--- config.mk ---
export PLATFORM = sky130hd
export DESIGN_NAME = microc_mc
export DESIGN_NICKNAME = d
export VERILOG_FILES = /design/src/rtl/microc_pkg.sv /design/src/rtl/microc_stack.sv /design/src/rtl/microc_mc.sv
export SDC_FILE = /design/constraint.sdc
export NUM_CORES = 1
export LEC_CHECK = 0
export BUFFER_PORTS_ARGS = -buffer_cell sky130_fd_sc_hd__buf_2
export CORE_UTILIZATION = 60
export DETAILED_ROUTE_END_ITERATION = 8
export PLACE_DENSITY = 0.81
export SYNTH_ARGS = -nofsm -noshare
export SYNTH_HDL_FRONTEND = slang
export SYNTH_SLANG_ARGS = --single-unit
export TNS_END_PERCENT = 5
--- constraint.sdc ---
create_clock -name clk -period 4.9 [get_ports clk]
set_input_delay 0 -clock clk [delete_from_list [all_inputs] [get_ports clk]]
set_output_delay 0 -clock clk [all_outputs]
set_load 0.05 [all_outputs]
--- src/rtl/microc_pkg.sv ---
// Shared definitions for the multicycle microcontroller core.
// Holds the control-state encoding, opcode and ALU operation codes, and
// helper functions that slice the fixed 16-bit instruction fields.
// Optional feature macro used by the core: MICROC_CALLRET_EN.
package microc_pkg;

  typedef enum logic [1:0] {
    ST_FETCH = 2'd0,
    ST_EXEC  = 2'd1,
    ST_OUTW  = 2'd2,
    ST_HALT  = 2'd3
  } state_t;

  // Opcodes with IR[15]==0; IR[15]==1 selects an ALU operation in IR[14:12]
  localparam logic [3:0] OPC_LI   = 4'h0;
  localparam logic [3:0] OPC_J    = 4'h1;
  localparam logic [3:0] OPC_JZ   = 4'h2;
  localparam logic [3:0] OPC_JNZ  = 4'h3;
  localparam logic [3:0] OPC_CALL = 4'h4;
  localparam logic [3:0] OPC_RET  = 4'h5;
  localparam logic [3:0] OPC_OUT  = 4'h6;
  localparam logic [3:0] OPC_IN   = 4'h7;

  localparam logic [2:0] ALU_A    = 3'd0;
  localparam logic [2:0] ALU_NOTA = 3'd1;
  localparam logic [2:0] ALU_ADD  = 3'd2;
  localparam logic [2:0] ALU_SUB  = 3'd3;
  localparam logic [2:0] ALU_AND  = 3'd4;
  localparam logic [2:0] ALU_OR   = 3'd5;
  localparam logic [2:0] ALU_NEGA = 3'd6;
  localparam logic [2:0] ALU_NEGB = 3'd7;

  function automatic logic [3:0] f_opc(input logic [15:0] ir);
    return ir[15:12];
  endfunction

  function automatic logic [2:0] f_aluop(input logic [15:0] ir);
    return ir[14:12];
  endfunction

  function automatic logic [3:0] f_ra(input logic [15:0] ir);
    return ir[11:8];
  endfunction

  function automatic logic [3:0] f_rb(input logic [15:0] ir);
    return ir[7:4];
  endfunction

  function automatic logic [3:0] f_rd(input logic [15:0] ir);
    return ir[3:0];
  endfunction

  function automatic logic [7:0] f_imm(input logic [15:0] ir);
    return ir[11:4];
  endfunction

  function automatic logic [9:0] f_addr(input logic [15:0] ir);
    return ir[9:0];
  endfunction

endpackage

--- src/rtl/microc_stack.sv ---
// Return-address stack for CALL/RET.
// Ports: clk/reset (sync, active-high), push/pop requests, din (address to
// push), top (combinational read of the most recent entry), full, empty.
// Push when full and pop when empty are ignored; the core turns them into a fault.
module microc_stack #(
  parameter int PCW         = 10,
  parameter int STACK_DEPTH = 8
) (
  input  logic           clk,
  input  logic           reset,
  input  logic           push,
  input  logic           pop,
  input  logic [PCW-1:0] din,
  output logic [PCW-1:0] top,
  output logic           full,
  output logic           empty
);
  import microc_pkg::*;

  localparam int AW = $clog2(STACK_DEPTH);

  logic [AW:0]    sp_r;
  logic [PCW-1:0] mem_r [STACK_DEPTH];

  assign full  = (sp_r == (AW+1)'(STACK_DEPTH));
  assign empty = (sp_r == {(AW+1){1'b0}});
  // Index wraps naturally; only meaningful when not empty
  assign top   = mem_r[sp_r[AW-1:0] - AW'(1)];

  // Stack pointer: counts valid entries
  always_ff @(posedge clk) begin
    if (reset) begin
      sp_r <= {(AW+1){1'b0}};
    end else if (push && !full) begin
      sp_r <= sp_r + (AW+1)'(1);
    end else if (pop && !empty) begin
      sp_r <= sp_r - (AW+1)'(1);
    end else begin
      sp_r <= sp_r;
    end
  end

  // Entry storage; contents need no reset because sp gates every read
  always_ff @(posedge clk) begin
    if (push && !full) begin
      mem_r[sp_r[AW-1:0]] <= din;
    end
  end

endmodule

--- src/rtl/microc_mc.sv ---
// Multicycle microcontroller core: FETCH/EXEC control FSM, 16xDW register
// file (R0 reads zero), inline ALU, handshaked output port and sampled input.
// Ports: clk, reset (sync, active-high); pc/instr to a combinational ROM;
// in_data sampled by IN; out_data/out_valid/out_ready output handshake;
// z zero flag; err sticky stack fault (core halted).
// Macro MICROC_CALLRET_EN enables the return-address stack and CALL/RET;
// without it CALL/RET are NOPs and err stays 0.
module microc_mc #(
  parameter int DW          = 8,
  parameter int PCW         = 10,
  parameter int STACK_DEPTH = 8
) (
  input  logic           clk,
  input  logic           reset,
  output logic [PCW-1:0] pc,
  input  logic [15:0]    instr,
  input  logic [DW-1:0]  in_data,
  output logic [DW-1:0]  out_data,
  output logic           out_valid,
  input  logic           out_ready,
  output logic           z,
  output logic           err
);
  import microc_pkg::*;

  state_t         state_r, state_nxt_s;
  logic [PCW-1:0] pc_r, pc_nxt_s, pc_inc_s, jmp_s;
  logic [15:0]    ir_r, ir_nxt_s;
  logic           z_r, z_nxt_s, err_r, err_nxt_s, out_valid_r, out_valid_nxt_s;
  logic [DW-1:0]  out_data_r, out_data_nxt_s;
  logic [DW-1:0]  rf_r [16];
  logic [DW-1:0]  a_s, b_s, alu_s, rf_wdata_s;
  logic           rf_we_s;
  logic [3:0]     rf_waddr_s;

  assign pc        = pc_r;
  assign out_data  = out_data_r;
  assign out_valid = out_valid_r;
  assign z         = z_r;
  assign err       = err_r;

  assign pc_inc_s = pc_r + PCW'(1);
  assign jmp_s    = PCW'(f_addr(ir_r));
  assign a_s      = (f_ra(ir_r) == 4'd0) ? {DW{1'b0}} : rf_r[f_ra(ir_r)];
  assign b_s      = (f_rb(ir_r) == 4'd0) ? {DW{1'b0}} : rf_r[f_rb(ir_r)];

`ifdef MICROC_CALLRET_EN
  logic           push_s, pop_s, full_s, empty_s;
  logic [PCW-1:0] stack_top_s;

  microc_stack #(.PCW(PCW), .STACK_DEPTH(STACK_DEPTH)) u_stack (
    .clk   (clk),
    .reset (reset),
    .push  (push_s),
    .pop   (pop_s),
    .din   (pc_inc_s),
    .top   (stack_top_s),
    .full  (full_s),
    .empty (empty_s)
  );
`endif

  // ALU: result wraps mod 2^DW, carry discarded
  always_comb begin
    alu_s = a_s;
    case (f_aluop(ir_r))
      ALU_A:    alu_s = a_s;
      ALU_NOTA: alu_s = ~a_s;
      ALU_ADD:  alu_s = a_s + b_s;
      ALU_SUB:  alu_s = a_s - b_s;
      ALU_AND:  alu_s = a_s & b_s;
      ALU_OR:   alu_s = a_s | b_s;
      ALU_NEGA: alu_s = {DW{1'b0}} - a_s;
      ALU_NEGB: alu_s = {DW{1'b0}} - b_s;
      default:  alu_s = a_s;
    endcase
  end

  // Control FSM next-state, datapath next values and register-file write
  always_comb begin
    state_nxt_s     = state_r;
    pc_nxt_s        = pc_r;
    ir_nxt_s        = ir_r;
    z_nxt_s         = z_r;
    err_nxt_s       = err_r;
    out_data_nxt_s  = out_data_r;
    out_valid_nxt_s = out_valid_r;
    rf_we_s         = 1'b0;
    rf_waddr_s      = f_rd(ir_r);
    rf_wdata_s      = alu_s;
`ifdef MICROC_CALLRET_EN
    push_s          = 1'b0;
    pop_s           = 1'b0;
`endif
    case (state_r)
      ST_FETCH: begin
        ir_nxt_s    = instr;
        state_nxt_s = ST_EXEC;
      end
      ST_EXEC: begin
        state_nxt_s = ST_FETCH;
        pc_nxt_s    = pc_inc_s;
        if (ir_r[15]) begin
          rf_we_s = 1'b1;
          z_nxt_s = (alu_s == {DW{1'b0}});
        end else begin
          case (f_opc(ir_r))
            OPC_LI: begin
              rf_we_s    = 1'b1;
              rf_wdata_s = DW'(f_imm(ir_r));
            end
            OPC_J:   pc_nxt_s = jmp_s;
            OPC_JZ:  pc_nxt_s = z_r ? jmp_s : pc_inc_s;
            OPC_JNZ: pc_nxt_s = z_r ? pc_inc_s : jmp_s;
`ifdef MICROC_CALLRET_EN
            OPC_CALL: begin
              if (full_s) begin
                err_nxt_s   = 1'b1;
                state_nxt_s = ST_HALT;
                pc_nxt_s    = pc_r;
              end else begin
                push_s   = 1'b1;
                pc_nxt_s = jmp_s;
              end
            end
            OPC_RET: begin
              if (empty_s) begin
                err_nxt_s   = 1'b1;
                state_nxt_s = ST_HALT;
                pc_nxt_s    = pc_r;
              end else begin
                pop_s    = 1'b1;
                pc_nxt_s = stack_top_s;
              end
            end
`else
            OPC_CALL: pc_nxt_s = pc_inc_s;
            OPC_RET:  pc_nxt_s = pc_inc_s;
`endif
            OPC_OUT: begin
              // pc advances only on the handshake cycle in OUTW
              out_data_nxt_s  = a_s;
              out_valid_nxt_s = 1'b1;
              state_nxt_s     = ST_OUTW;
              pc_nxt_s        = pc_r;
            end
            OPC_IN: begin
              rf_we_s    = 1'b1;
              rf_wdata_s = in_data;
            end
            default: pc_nxt_s = pc_inc_s;
          endcase
        end
      end
      ST_OUTW: begin
        if (out_ready) begin
          out_valid_nxt_s = 1'b0;
          pc_nxt_s        = pc_inc_s;
          state_nxt_s     = ST_FETCH;
        end else begin
          state_nxt_s = ST_OUTW;
        end
      end
      ST_HALT: begin
        state_nxt_s     = ST_HALT;
        out_valid_nxt_s = 1'b0;
      end
      default: state_nxt_s = ST_FETCH;
    endcase
  end

  // Control and output registers
  always_ff @(posedge clk) begin
    if (reset) begin
      state_r     <= ST_FETCH;
      pc_r        <= {PCW{1'b0}};
      ir_r        <= 16'h0000;
      z_r         <= 1'b0;
      err_r       <= 1'b0;
      out_data_r  <= {DW{1'b0}};
      out_valid_r <= 1'b0;
    end else begin
      state_r     <= state_nxt_s;
      pc_r        <= pc_nxt_s;
      ir_r        <= ir_nxt_s;
      z_r         <= z_nxt_s;
      err_r       <= err_nxt_s;
      out_data_r  <= out_data_nxt_s;
      out_valid_r <= out_valid_nxt_s;
    end
  end

  // Register file write port; R0 writes are dropped, R1..R15 have no reset
  always_ff @(posedge clk) begin
    if (rf_we_s && (rf_waddr_s != 4'd0)) begin
      rf_r[rf_waddr_s] <= rf_wdata_s;
    end
  end

endmodule
==> impl_metrics.json <==
{
  "status": "completed",
  "drt_first_pass_iters": 5,
  "fin_nets": 948,
  "antenna_found_initial": 0,
  "chipHeight_um": 129,
  "finalNonFillerCells": 1127,
  "grt_pass1_wl_um": 41000,
  "crit_path_cell_trace": "buf_4 -> buf_12 -> mux4_2 -> or2_0 -> a22oi_2 -> nor2_1 -> a211oi_1 -> nor2_1 -> xnor2_1 -> ha_1 -> buf_4 -> a21o_1 -> a21o_1 -> a21oi_1 -> xnor2_1 -> nand2_1 -> a221o_1 -> o21a_1 -> o22ai_1 -> buf_4",
  "final-hold-violation-count": 0,
  "synthMuxAreaShare_pct": 17.4,
  "synth_compound_area_share_pct": 12.7,
  "synth-xor-area-share_pct": 2.00,
  "final_common_cell": "edfxtp_1",
  "worst_path_max_delay_cell": "mux4_2",
  "reg2reg_depth": 20,
  "crit_top_cell": "buf_4",
  "fmax_mhz": 216,
  "grt_usage_pct": 34.3,
  "netlist_instances": 778,
  "crit_path_start_kind": "register",
  "yosysWarnings": 0,
  "relSlewSlack_pct": 11.8,
  "hold_path.class": "in -> reg",
  "critical_path_class": "reg -> reg",
  "synth-edff-count": 128,
  "setup_tns_ns": 0,
  "power_leakage_nw": 4.08,
  "cts.sinks": 174,
  "area_delta_synth_final_pct": 16.0,
  "ys_ff_latch": 174,
  "syn_area_per_cell_um2": 12.4,
  "setup_violations": 0,
  "fp.dieW_um": 129,
  "layout-drive-gt1-share_pct": 25.1,
  "layout_min_cycle_time_ns": 4.63,
  "gp_congestion": 0.966,
  "power_density_mw_per_mm2": 380,
  "ys.flop_type": "edfxtp_1",
  "critPathTopFamily": "compound AO/OA/AOI/OAI gates",
  "fp.dieArea_mm2": 0.0166,
  "num_antenna_cells": 0,
  "cts_buffers": 17,
  "synth_top_family_by_area": "multiplexers",
  "worstPathMaxFanout": 16,
  "tightest_slew_ns": 1.32,
  "ys_seq_area_share_pct": 49.4,
  "synth_fa_ha_area_share_pct": 2.39,
  "clockBufferDepth": 2,
  "overflow": 0,
  "cp_num_buf_inv": 4,
  "peakVddDrop_v": 0.000287,
  "synthSimpleGateAreaFrac_pct": 11.3,
  "cts_root_buf": "clkbuf_16",
  "design.core.area_mm2": 0.0154,
  "crit_arrival_ns": 4.91,
  "cap_violations": 0,
  "ys_types": 90,
  "io_pins": 48,
  "io_buffers": 46,
  "insertion_delay_ns": 0.45,
  "cpPeakStageDelay_ns": 0.47,
  "dr_total_vias": 7444,
  "rsz0062_at_grt": "false",
  "htreeDepth": 4,
  "ys_async_sr_fraction_pct": 0,
  "required_ns": 5.18,
  "antenna_left": 0,
  "tritoncts": "done",
  "min_path_cells": 2,
  "detailed_place_hpwl_um": 18800,
  "viasPerCell": 6.61,
  "netlist_area_mm2": 0.00964,
  "skew_ns": 0.00750,
  "finalMaxSlewViolations": 0,
  "clk_pin_slew_worst_paths_ns": 0.07,
  "remaining_drc_errors": 0,
  "layout.cells.most_common_list": "edfxtp_1 (128), buf_4 (78), nor2_1 (77), mux2i_1 (72), nand2_1 (59)",
  "drtIter0Drc": 964,
  "path_depth": 20,
  "grt_pass1_vias": 7254,
  "min_period_over_period_pct": 94.5,
  "start_util_pct": 62.5,
  "nFillCells": 1050,
  "grt_max_degree": 40,
  "drt-total-wl_um": 27100,
  "rows": 45,
  "placed_cells": 1079,
  "wire_per_inst_um": 24.0,
  "endpoint_kind": "register"
}
-- power breakdown --
group          internal [mW]  switching [mW]  total (mW)
sequential              1.73          0.0458        1.77
clock                  0.747           0.578        1.33
combinational          0.493           0.654        1.15
total                   2.97            1.28        4.24
-- synth_stat cells, types with 4 or more instances --
master | instances | area, um2
edfxtp_1 | 128 | 3840
nor2_1 | 77 | 289
mux2i_1 | 72 | 721
nand2_1 | 59 | 221
dfxtp_1 | 46 | 921
a21oi_1 | 41 | 205
mux4_2 | 36 | 811
o21ai_0 | 23 | 115
xnor2_1 | 17 | 149
clkbuf_1 | 16 | 60.1
ha_1 | 16 | 200
nor3_1 | 16 | 80.1
a22oi_1 | 15 | 113
nand2b_1 | 11 | 68.8
nand3_1 | 11 | 55.1
inv_1 | 10 | 37.5
o22ai_1 | 10 | 62.6
a221oi_1 | 9 | 78.8
buf_6 | 9 | 101
clkbuf_8 | 9 | 124
a21o_1 | 8 | 60.1
nor2b_1 | 8 | 50.1
a211oi_1 | 6 | 45.0
a221oi_2 | 6 | 90.1
buf_2 | 6 | 30.0
a31oi_1 | 5 | 31.3
and2_1 | 5 | 31.3
and3_1 | 5 | 31.3
xor2_1 | 5 | 43.8
a21boi_0 | 4 | 30.0
a221o_1 | 4 | 40.0
o21ai_1 | 4 | 20.0
o31ai_1 | 4 | 30.0
or3_1 | 4 | 25.0
-- per-layer routing --
metal  track usage [%]  vias up  wire length (um)  part of all wire (%)
met5                 0        -                 0                     0
met4              15.3        0               853                   3.2
met3              7.78       81              2790                    10
met2              54.2      470             12900                    48
met1              45.6     3648             10600                    39
li1                  -     3245                 -                     -
-- sequential cells by signal, summed over array words and instances (netlist names), named ones only --
signal and flops:
ir_r 16, out_data 8, out_valid 1, pc 10, rf_r 128, state_r 2, z 1
-- through the flow --
stage	power, mW	util [%]	worst slack [ns]	hold WS [ns]	instance area (um2)
final	4.24	72.5	0.268	0.0981	11200
after global routing	4.39	72.5	0.00714	0.120	11200
after CTS	4.21	72.4	0.217	0.0742	11200
after detailed placement	2.89	67.6	-0.137	0.244	10400
after global placement	2.86	67.6	0.0227	0.235	10400
after floorplan	2.55	-	0.424	0.147	9670
-- final cells by class --
| class | count | area, um2 | area share, % |
|---|---|---|---|
| clock inverters | 14 | 140 | 1.25 |
| inverters | 12 | 45.0 | 0.403 |
| flip-flops and latches | 174 | 4770 | 42.7 |
| multi-input cells | 554 | 4470 | 40.0 |
| clock buffers | 17 | 425 | 3.81 |
| repair buffers | 145 | 1070 | 9.54 |
| well taps | 211 | 264 | 2.36 |
-- final timing paths --
path / from / to / slack [ns]
hold / removal: reset / ir_r[1] / 0.1
setup reg to reg: register / rf_r[8][6] / 0.27
setup / recovery: register / rf_r[8][6] / 0.27
hold reg to reg: out_data[1] / out_data[1] / 0.45
-- logic make-up (layout without fill, tap and decap cells) --
group | count (synthesis) | in the layout
AND/OR/NAND/NOR | 223 | 223
XOR/XNOR | 22 | 22
multiplexers | 115 | 115
other | 1 | 9
flip-flops | 174 | 174
AO/OA/AOI/OAI | 167 | 167
adder cells (fa/ha/maj) | 18 | 18
buffers and inverters | 58 | 188
-- timing repair --
| item | in CTS | in global routing |
|---|---|---|
| buffers inserted | 0 | 0 |
| resized for setup | 1 | 2 |
| hold endpoints to repair | 25 | 0 |
| setup endpoints to repair | 16 | 17 |
| hold buffers | 17 | 0 |
Power figures use the tool's default switching activity.
